[src/rtl/serial_adder.sv]
// Bit-serial adder: one bit of saOp1 + saOp2 + saCi per clock, LSB first,
// with registered result/carry and a one-cycle saDone pulse per completed sum.
module serial_adder #(
    parameter int unsigned WIDTH = 8
) (
    input  logic             saClk,
    input  logic             saRstN,
    input  logic             saStart,
    input  logic [WIDTH-1:0] saOp1,
    input  logic [WIDTH-1:0] saOp2,
    input  logic             saCi,
    output logic             saBusy,
    output logic             saDone,
    output logic [WIDTH-1:0] saRes,
    output logic             saCo
);

    if (WIDTH < 1 || WIDTH > 32) begin : g_width_check
        $error("serial_adder: WIDTH must be in 1..32");
    end

    localparam int unsigned CW = (WIDTH > 1) ? $clog2(WIDTH) : 1;
    localparam logic [CW-1:0] LAST = CW'(WIDTH - 1);

    typedef enum logic [1:0] {
        S_IDLE,
        S_RUN,
        S_DONE
    } state_t;

    state_t           state_q, state_d;
    logic [WIDTH-1:0] a_q, a_d;
    logic [WIDTH-1:0] b_q, b_d;
    logic [WIDTH-1:0] acc_q, acc_d;
    logic [WIDTH-1:0] res_q, res_d;
    logic [CW-1:0]    cnt_q, cnt_d;
    logic             c_q, c_d;
    logic             co_q, co_d;
    logic             busy_q, busy_d;
    logic             done_q, done_d;

    logic             sum_bit;
    logic             carry_bit;
    logic [WIDTH-1:0] acc_shift;

    always_comb begin
        state_d   = state_q;
        a_d       = a_q;
        b_d       = b_q;
        c_d       = c_q;
        acc_d     = acc_q;
        cnt_d     = cnt_q;
        res_d     = res_q;
        co_d      = co_q;
        busy_d    = 1'b0;
        done_d    = 1'b0;

        sum_bit   = a_q[0] ^ b_q[0] ^ c_q;
        carry_bit = (a_q[0] & b_q[0]) | (a_q[0] & c_q) | (b_q[0] & c_q);
        // Sum bits enter at the MSB so that after WIDTH shifts bit 0 lands at the LSB.
        acc_shift            = acc_q >> 1;
        acc_shift[WIDTH-1]   = sum_bit;

        unique case (state_q)
            S_IDLE, S_DONE: begin
                if (saStart) begin
                    a_d     = saOp1;
                    b_d     = saOp2;
                    c_d     = saCi;
                    cnt_d   = '0;
                    state_d = S_RUN;
                    busy_d  = 1'b1;
                end else begin
                    state_d = S_IDLE;
                end
            end
            S_RUN: begin
                a_d   = a_q >> 1;
                b_d   = b_q >> 1;
                c_d   = carry_bit;
                acc_d = acc_shift;
                cnt_d = cnt_q + CW'(1);
                if (cnt_q == LAST) begin
                    state_d = S_DONE;
                    done_d  = 1'b1;
                    res_d   = acc_shift;
                    co_d    = carry_bit;
                end else begin
                    busy_d  = 1'b1;
                end
            end
            default: state_d = S_IDLE;
        endcase
    end

    always_ff @(posedge saClk or negedge saRstN) begin
        if (!saRstN) begin
            state_q <= S_IDLE;
            a_q     <= '0;
            b_q     <= '0;
            c_q     <= 1'b0;
            acc_q   <= '0;
            cnt_q   <= '0;
            res_q   <= '0;
            co_q    <= 1'b0;
            busy_q  <= 1'b0;
            done_q  <= 1'b0;
        end else begin
            state_q <= state_d;
            a_q     <= a_d;
            b_q     <= b_d;
            c_q     <= c_d;
            acc_q   <= acc_d;
            cnt_q   <= cnt_d;
            res_q   <= res_d;
            co_q    <= co_d;
            busy_q  <= busy_d;
            done_q  <= done_d;
        end
    end

    assign saBusy = busy_q;
    assign saDone = done_q;
    assign saRes  = res_q;
    assign saCo   = co_q;

endmodule

[config.mk]
export PLATFORM = sky130hd
export DESIGN_NAME = serial_adder
export DESIGN_NICKNAME = d
export VERILOG_FILES = /design/src/rtl/serial_adder.sv
export SDC_FILE = /design/constraint.sdc
export NUM_CORES = 1
export LEC_CHECK = 0
export BUFFER_PORTS_ARGS = -buffer_cell sky130_fd_sc_hd__buf_4
export CAP_MARGIN = 20
export CORE_MARGIN = 8
export CORE_UTILIZATION = 51
export CTS_BUF_LIST = sky130_fd_sc_hd__clkbuf_8
export DETAILED_ROUTE_END_ITERATION = 6
export GPL_TIMING_DRIVEN = 0
export MAX_ROUTING_LAYER = met4
export PLACE_DENSITY = 0.74
export SLEW_MARGIN = 5
export SYNTH_ARGS = -nofsm -noshare
export SYNTH_HDL_FRONTEND = slang
export SYNTH_SLANG_ARGS = --single-unit
export TNS_END_PERCENT = 50
[constraint.sdc]
create_clock -name saClk -period 1.4 [get_ports saClk]
set_input_delay 0.28 -clock saClk [delete_from_list [all_inputs] [get_ports saClk]]
set_output_delay 0.28 -clock saClk [all_outputs]
set_load 0.1 [all_outputs]
==> flow_metrics.tcl, run 1 <==
set metrics [dict create \
    setup_viol 1 \
    start_util_pct 51.54 \
    worst_setup_path_start_kind "flip-flop" \
    cts_buffers 5 \
    dr.first_iter.drc_count 79 \
    ios 31 \
    synthCells 161 \
    ys_ff_latch 40 \
    port_buffers 30 \
    crit_buf_inv 1 \
    die_h_um 76.14 \
    cts.sinks 40 \
    ys_types 25 \
    dpl.hpwl_um 2694 \
    crit_arrival_ps 1580 \
    r2r_slack_ps -2 \
    overflow 0 \
    startpoint "cnt_q[1]" \
    vdd_drop_max_mv 0.8061 \
    wl_um 3901 \
    r2r_start "cnt_q[1]" \
    postPlaceCellArea_mm2 0.002132 \
    p_int_mw 3.214 \
    syn_area_mm2 0.001844 \
    yosysWarningCount 0 \
    grt_pass1_vias 1419 \
    static-leakage-power_nw 1.118 \
    path_cells "ha_2 -> ha_4 -> nand2_4 -> buf_8 -> mux2_4" \
    antenna_found_initial 0 \
    p_seq_share_pct 34.9 \
    min_from "saOp1[5]" \
    finalHoldViolCount 0 \
    dieArea_mm2 0.005797 \
    synth_area_per_cell_um2 11.46 \
    synthToLayoutAreaGrowth_pct 26.32 \
    worstPathRequired_ps 1580 \
    final_max_slew_viol_count 0 \
    ys_seq_area_share_pct 54.27 \
    fin_cells 254 \
    maxCapViolations 0 \
    place_congestion 0.7636 \
    p_per_area_mw_per_mm2 2529 \
    status "finished with violations" \
    diodes 0 \
    die_w_um 76.14 \
    via_count 1353 \
    slew_headroom_pct 66.51 \
    dr.pass1.iters 6 \
    clkLatencyLatePin_ps 290 \
    critical_path_class "flip-flop to flip-flop" \
    pwr-share-clk_pct 13.5 \
    pre_cts_slack_ps -79.28 \
    core-area_mm2 0.003578 \
    clockBufferDepth 2 \
    drive_gt1_share_pct 33.01 \
    swShare_pct 45.46 \
    power.switching_mw 2.678 \
    dp.cells 239 \
    finClkSkew_ps 3.182 \
    worstHoldPathType "input port to flip-flop" \
    endpoint_kind "flip-flop" \
    violations "negative setup slack" \
    design_area_mm2 0.002330 \
    period_needed_ps 1402 \
    h-tree-depth 2 \
    finalCritPeriodShare_pct 100.1 \
    crit_family "flip-flops" \
    cp_slowest_cell "dfrtp_1" \
    tightestPinTransition_ps 502.3 \
    max_freq_mhz 713.4 \
    drtAntennaViolNets 0 \
    max_stage_delay_ps 390 \
    comb_power_share_pct 51.6 \
    grt_usage_pct 14.71 \
    placementRows 22 \
    synth_nets 184 \
    synth_top_area_cell "dfrtp_1" \
    grt_pass1_wl_um 6775 \
    finish.net_count 228 \
    grt_max_degree 41 \
    crit_path_max_fanout 5 \
    finalPower_mw 5.892 \
    cts_root_buffer "clkbuf_8" \
    path_clk_slew_ps 80 \
    synth_area_leaders "dfrtp_1 (54%), mux2i_1 (7.1%), mux2_4 (6.5%)" \
    cts_tree "done" \
    viasPerCell 5.327 \
    final_util_pct 65.10 \
    synth_top_area_share_pct 54.27 \
    drc_errors 0 \
    wl_per_cell_um 15.36 \
    rsz0062_at_grt "yes" \
    setup_ws_ps -1.744 \
]
==> repair_timing <==
item                                    CTS  global route
hold endpoints to repair                 40             0
endpoints found under the setup margin    9            19
hold buffers                              1             0
gates resized for setup                   7             2
setup buffers                             4             1
pin swaps                                 1             1
gates cloned                              1             0
==> cell usage after synthesis <==
cell	count
a211oi_1	11
a21oi_1	15
a22o_1	3
and2_1	1
buf_2	5
buf_4	2
buf_6	1
clkbuf_1	2
dfrtp_1	40
fa_1	1
ha_1	2
inv_1	6
mux2_2	3
mux2_4	8
mux2i_1	13
nand2_1	21
nand2_2	1
nand2b_1	2
nand3_1	2
nor2_1	1
nor2b_1	11
nor2b_2	1
o21ai_0	4
o22ai_1	4
xnor2_1	1
==> flip-flops by register name, indices dropped and copies added, names as in the netlist <==
register and cells:
a_q 8, b_q 8, saRes 8, acc_q 7, cnt_q 3, state_q 2
c_q 1, saBusy 1, saCo 1, saDone 1
==> kinds of logic (layout without fill, tap and decap cells) <==
group,Yosys count,after routing,synth area share (%)
flip-flops,40,40,54.27
AND/OR/NAND/NOR,40,40,10.58
AO/OA/AOI/OAI,37,37,12.42
multiplexers,24,24,15.40
buffers and inverters,16,61,4.409
adder cells (fa/ha/maj),3,3,2.442
XOR/XNOR,1,1,0.4750
==> metrics by stage <==
stage	hold WS (ps)	TNS (ps)
2_1_floorplan	-15.59	-3.218
3_3_place_gp	278.2	-389.2
3_5_place_dp	288.4	-628.4
4_1_cts	260.6	0
5_1_grt	267.0	-253.2
6_report	263.0	-1.744
==> worst paths after layout <==
check                                 to  cells past startpoint
worst min-delay path              a_q[5]                      3
min in group asynchronous       acc_q[3]                      2
worst max register to register  saRes[6]                      5
worst min register to register  acc_q[1]                      2
worst max-delay path            saRes[6]                      5
max in group asynchronous         b_q[5]                      2
==> worst reg2reg max path, cell delays in order (launching register included) <==
cell and delay (ps):
dfrtp_1 390, ha_2 200, ha_4 170, nand2_4 100, buf_8 130, mux2_4 300
==> per-layer routing <==
| metal | GRT usage, % | vias up | wire (µm) |
|---|---|---|---|
| li1 | - | 643 | - |
| met1 | 17.51 | 662 | 1753 |
| met2 | 23.14 | 41 | 1868 |
| met3 | 4.009 | 7 | 209 |
| met4 | 5.769 | 0 | 70 |
| met5 | - | - | 0 |
==> layout by cell type, fill, tap and decap left out, types with 2 or more instances in the layout <==
| cell | count |
|---|---|
| nand2_1 | 21 |
| nand2b_1 | 2 |
| mux2_2 | 3 |
| inv_1 | 6 |
| o22ai_1 | 4 |
| dfrtp_1 | 40 |
| a211oi_1 | 11 |
| nor2b_1 | 11 |
| buf_4 | 35 |
| clkinv_2 | 2 |
| a22o_1 | 3 |
| mux2i_1 | 13 |
| buf_6 | 2 |
| mux2_4 | 8 |
| buf_2 | 5 |
| clkbuf_8 | 6 |
| a21oi_1 | 15 |
| nand3_1 | 2 |
| o21ai_0 | 4 |
==> final cells by class <==
cell class / instances / area (µm²)
plain buffers: 10 / 71.32
clock buffers: 6 / 82.58
clock inverters: 2 / 10.01
fillers: 307 / 1249
inverters: 6 / 22.52
multi-input cells: 105 / 782.0
flip-flops and latches: 40 / 1001
well taps: 48 / 60.06
repair buffers: 37 / 300.3
==> power by group through the flow <==
stage / registers, mW / logic [mW] / clock network, mW
2_1_floorplan: 2.99 / 1.31 / 0
3_3_place_gp: 2.03 / 2.80 / 0
3_5_place_dp: 2.08 / 2.89 / 0
4_1_cts: 2.06 / 3.05 / 0.808
5_1_grt: 2.13 / 3.29 / 0.862
6_report: 2.05 / 3.04 / 0.796
No activity file was read; power rests on OpenSTA's default activity.
==> run 2: changes to the inputs <==
--- a/config.mk
+++ b/config.mk
@@ -7,13 +7,15 @@
 export LEC_CHECK = 0
 export BUFFER_PORTS_ARGS = -buffer_cell sky130_fd_sc_hd__buf_4
 export CAP_MARGIN = 20
+export CELL_PAD_IN_SITES_DETAIL_PLACEMENT = 1
+export CELL_PAD_IN_SITES_GLOBAL_PLACEMENT = 1
 export CORE_MARGIN = 8
-export CORE_UTILIZATION = 51
+export CORE_UTILIZATION = 41
 export CTS_BUF_LIST = sky130_fd_sc_hd__clkbuf_8
 export DETAILED_ROUTE_END_ITERATION = 6
 export GPL_TIMING_DRIVEN = 0
 export MAX_ROUTING_LAYER = met4
-export PLACE_DENSITY = 0.74
+export PLACE_DENSITY = 0.75
 export SLEW_MARGIN = 5
 export SYNTH_ARGS = -nofsm -noshare
 export SYNTH_HDL_FRONTEND = slang
==> run 2 against run 1 <==
The flow now finishes without violations. Power grew 3.5%. Clock power increased by 18%. Utilization fell by 11 points.
==> flow_metrics.tcl, run 2 (synthesis gave the netlist of run 1 again) <==
set metrics [dict create \
    cts.sinks 40 \
    rsz0062_at_grt "yes" \
    placementRows 24 \
    worstPathRequired_ps 1580 \
    path_cells "ha_2 -> ha_4 -> nand2_4 -> buf_12 -> mux2_4" \
    setup_ws_ps 19.90 \
    core-area_mm2 0.004354 \
    max_freq_mhz 724.6 \
    dp.cells 243 \
    viasPerCell 5.222 \
    period_needed_ps 1380 \
    slew_headroom_pct 64.51 \
    finClkSkew_ps 6.886 \
    die_w_um 83.07 \
    crit_arrival_ps 1560 \
    setup_viol 0 \
    ios 31 \
    grt_pass1_vias 1487 \
    wl_per_cell_um 17.10 \
    die_h_um 83.07 \
    dieArea_mm2 0.006901 \
    status "complete, no violations" \
    h-tree-depth 2 \
    drtAntennaViolNets 0 \
    fillers 466 \
    pre_cts_slack_ps -110.5 \
    grt_usage_pct 13.28 \
    grt_pass1_wl_um 7445 \
    drc_errors 0 \
    path_clk_slew_ps 80 \
    static-leakage-power_nw 1.117 \
    wl_um 4395 \
    fin_cells 257 \
    vdd_drop_max_mv 0.7374 \
    multiInputGateArea_um2 787.0 \
    antenna_found_initial 0 \
    port_buffers 30 \
    finalCritPeriodShare_pct 98.58 \
    clockBufferDepth 2 \
    tightestPinTransition_ps 532.3 \
    finish.net_count 227 \
    postPlaceCellArea_mm2 0.002137 \
    ff_latch_area_mm2 0.001001 \
    drive_gt1_share_pct 32.68 \
    max_stage_delay_ps 390 \
    endpoint_kind "flip-flop" \
    cts_tree "done" \
    finalSetupTns_ps 0 \
    place_congestion 0.7659 \
    r2r_slack_ps 20 \
    dr.pass1.iters 6 \
    cp_slowest_cell "dfrtp_1" \
    mostFrequentLayoutCell "dfrtp_1" \
    critical_path_class "flip-flop to flip-flop" \
    mostFrequentLayoutCells "dfrtp_1 (40), buf_4 (35), nand2_1 (21), a21oi_1 (15), mux2i_1 (13)" \
    start_util_pct 42.36 \
    dr.first_iter.drc_count 58 \
    finalHoldViolCount 0 \
    crit_path_max_fanout 10 \
    final_util_pct 53.76 \
    overflow 0 \
    final_max_slew_viol_count 0 \
    design_area_mm2 0.002341 \
    p_per_area_mw_per_mm2 2605 \
    cts_root_buffer "clkbuf_8" \
    maxCapViolations 0 \
    dpl.hpwl_um 3218 \
    worst_setup_path_start_kind "flip-flop" \
    clkLatencyLatePin_ps 290 \
    worstHoldPathType "input port to flip-flop" \
    synthToLayoutAreaGrowth_pct 26.93 \
    grt_max_degree 41 \
    via_count 1342 \
    diodes 0 \
    cts_buffers 5 \
]
-- run 2: final timing paths --
check / from / end / cells after the start
worst max-delay path: cnt_q[1] / saCo / 5
worst min-delay path: saOp2[3] / b_q[3] / 3
worst max register to register: cnt_q[1] / saCo / 5
worst min register to register: acc_q[1] / acc_q[1] / 2
max in group asynchronous: saRstN / b_q[2] / 2
min in group asynchronous: saRstN / saRes[0] / 2
-- run 2: where the power goes --
part / leakage, nW / internal (mW) / switching (mW)
Combinational: 0.578 / 1.15 / 1.94
Sequential: 0.485 / 1.69 / 0.385
Clock: 0.0541 / 0.528 / 0.411
Total: 1.12 / 3.36 / 2.74
-- run 2: per-stage QoR --
stage	power [mW]	hold slack, ps
final	6.099	276.7
after global placement	4.849	285.1
after floorplan	4.296	-15.59
after global routing	6.499	274.9
after CTS	6.104	271.5
after detailed placement	5.043	290.5
-- run 2: layout make-up --
cell class	instances	area share, %
Clock inverter	3	1.817
Inverter	6	0.9621
Buffer	10	3.474
Tap cell	52	2.779
Sequential cell	40	42.76
Clock buffer	5	2.940
Timing Repair Buffer	36	11.65
Multi-Input combinational cell	105	33.62
-- run 2: critical path: cells and delay by family, from the launching register on --
family	cells	cell delay (ps)
multiplexers	1	300
AND/OR/NAND/NOR	1	70
flip-flops	1	390
buffers and inverters	1	140
adder cells (fa/ha/maj)	2	370
-- run 2: metal layers --
metal  vias to the layer above  GRT usage, %  share of wire, %
met5                         -             -                 0
met4                         0         3.514              0.57
met3                         2         4.004               3.6
met2                        31         21.43                51
met1                       669         15.71                45
li1                        640             -                 -
-- run 2: what timing repair did --
action | CTS | global route
hold buffers | 1 | 0
pin swaps | 2 | 0
hold endpoints to repair | 40 | 0
endpoints found under the setup margin | 10 | 11
gates resized for setup | 7 | 4
gates cloned | 0 | 0
setup buffers | 4 | 1
==> run 3: changes to the inputs <==
--- a/config.mk
+++ b/config.mk
@@ -10,12 +10,12 @@
 export CELL_PAD_IN_SITES_DETAIL_PLACEMENT = 1
 export CELL_PAD_IN_SITES_GLOBAL_PLACEMENT = 1
 export CORE_MARGIN = 8
-export CORE_UTILIZATION = 41
+export CORE_UTILIZATION = 49
 export CTS_BUF_LIST = sky130_fd_sc_hd__clkbuf_8
 export DETAILED_ROUTE_END_ITERATION = 6
 export GPL_TIMING_DRIVEN = 0
 export MAX_ROUTING_LAYER = met4
-export PLACE_DENSITY = 0.75
+export PLACE_DENSITY = 0.84
 export SLEW_MARGIN = 5
 export SYNTH_ARGS = -nofsm -noshare
 export SYNTH_HDL_FRONTEND = slang
==> constraint.sdc (replaced) <==
create_clock -name saClk -period 1.6 [get_ports saClk]
set_input_delay 0.32 -clock saClk [delete_from_list [all_inputs] [get_ports saClk]]
set_output_delay 0.32 -clock saClk [all_outputs]
set_load 0.1 [all_outputs]
==> run 3 against run 2 <==
Clock skew grew 0.81 ps. Combinational power shrank 17%. Sequential cell count is the same. Critical endpoint is now saRes[7]. Largest cell class unchanged. Largest power group unchanged.
==> flow_metrics.tcl, run 3 (synthesis gave the netlist of run 1 again) <==
set metrics [dict create \
    static-leakage-power_nw 1.076 \
    crit_path_max_fanout 10 \
    endpoint_kind "flip-flop" \
    path_cells "ha_1 -> ha_1 -> nand2_2 -> buf_6 -> mux2_4" \
    start_util_pct 50.76 \
    grt_pass1_vias 1469 \
    min_to "a_q[5]" \
    placementRows 22 \
    r2r_slack_ps 80 \
    critical_path_class "flip-flop to flip-flop" \
    crit_arrival_ps 1710 \
    synthToLayoutAreaGrowth_pct 22.05 \
    overflow 0 \
    antenna_found_initial 0 \
    timing.rr.end "saRes[7]" \
    viasPerCell 5.415 \
    cts_tree "done" \
    tightestPinTransition_ps 512.6 \
    finClkSkew_ps 7.692 \
    status "complete, no violations" \
    mostFrequentLayoutCell "dfrtp_1" \
    max_stage_delay_ps 410 \
    finalHoldViolCount 0 \
    postPlaceCellArea_mm2 0.002130 \
    finalPower_mw 5.205 \
    dr.pass1.iters 4 \
    slew_headroom_pct 65.83 \
    via_count 1343 \
    finalCritPeriodShare_pct 94.91 \
    grt_max_degree 41 \
    diodes 0 \
    final_util_pct 61.95 \
    clkLatencyLatePin_ps 300 \
    vdd_drop_max_mv 0.9764 \
    wl_um 4302 \
    die_h_um 77.35 \
    design_area_mm2 0.002251 \
    h-tree-depth 2 \
    maxCapViolations 0 \
    drtAntennaViolNets 0 \
    crit_buf_inv 1 \
    cts_root_buffer "clkbuf_8" \
    mostFrequentLayoutCells "dfrtp_1 (40), buf_4 (32), nand2_1 (21), a21oi_1 (15), mux2i_1 (13)" \
    p_per_area_mw_per_mm2 2313 \
    whs_ps 298.2 \
    cp_slowest_cell "dfrtp_1" \
    worstHoldPathType "input port to flip-flop" \
    crit_family "adder cells" \
    worst_setup_path_start_kind "flip-flop" \
    reg2reg_depth 5 \
    clockBufferDepth 2 \
    place_congestion 0.7738 \
    final_max_slew_viol_count 0 \
    grt_usage_pct 15.56 \
    die_w_um 77.35 \
    setup_viol 0 \
    min_from "saOp1[5]" \
    rsz0062_at_grt "no" \
    cts_buffers 5 \
    ios 31 \
    finalSetupTns_ps 0 \
    period_needed_ps 1518 \
    dpl.hpwl_um 3093 \
    drive_gt1_share_pct 29.50 \
    cts.sinks 40 \
    wl_per_cell_um 17.35 \
    max_freq_mhz 658.5 \
    min_path_cells 3 \
    path_clk_slew_ps 80 \
    core-area_mm2 0.003633 \
    worstPathRequired_ps 1790 \
    crit_top_cell "ha_1" \
    drc_errors 0 \
    r2r_start "cnt_q[0]" \
    grt_pass1_wl_um 7231 \
    port_buffers 30 \
    dieArea_mm2 0.005983 \
    finish.net_count 222 \
    dr.first_iter.drc_count 33 \
]
run 3: changes by cell type in the layout (fill, tap and decap cells not counted), moves of 2 or more:
cell / change
buf_2: +2
ha_1: +2
clkbuf_4: -2
buf_4: -3
run 3: where the power goes:
part | internal (mW) | switching (mW) | total [mW]
sequential | 1.48 | 0.331 | 1.81
combinational | 0.887 | 1.67 | 2.56
clock | 0.462 | 0.379 | 0.841
run 3: per-stage QoR:
| step | instances | worst slack, ps |
|---|---|---|
| after floorplan | 161 | 178.0 |
| after global placement | 239 | 116.0 |
| after detailed placement | 239 | 84.09 |
| after CTS | 248 | 83.06 |
| after global routing | 248 | 29.21 |
| final | 248 | 81.51 |
run 3: how the worst max path moves through the flow:
stage                         from  slack, ps       end  cells after the start
final                     cnt_q[0]         80  saRes[7]                      5
after global routing      cnt_q[0]         30  saRes[7]                      5
after CTS                 cnt_q[0]         80  saRes[7]                      5
after detailed placement  cnt_q[0]         80  saRes[3]                      5
after global placement    cnt_q[0]        120  saRes[7]                      5
after floorplan           cnt_q[0]        180      saCo                      5
run 3: metal layers:
| metal | up-vias | wire (µm) | GRT usage, % |
|---|---|---|---|
| met5 | - | 0 | - |
| met4 | 0 | 82 | 6.226 |
| met3 | 9 | 205 | 5.760 |
| met2 | 30 | 2116 | 23.84 |
| met1 | 675 | 1898 | 18.12 |
| li1 | 629 | - | - |
run 3: area by class of cell:
type | count | area, µm²
buffer | 10 | 58.81
clock buffer | 5 | 68.82
clock inverter | 3 | 42.54
fill | 415 | 1383
inverter | 6 | 22.52
multi-input combinational | 105 | 762.0
sequential | 40 | 1001
tap | 48 | 60.06
timing repair buffer | 31 | 235.2
run 3: repair_timing:
item,4_1_cts,5_1_grt
resized for setup,0,0
endpoints found under the setup margin,0,0
buffers inserted,0,0
hold buffers,1,0
hold endpoints to repair,39,0
run 3: tightest hold or removal path, delay by kind of cell:
kind	cells	cell delay [ps]
AO/OA/AOI/OAI	2	160
buffers and inverters	1	70
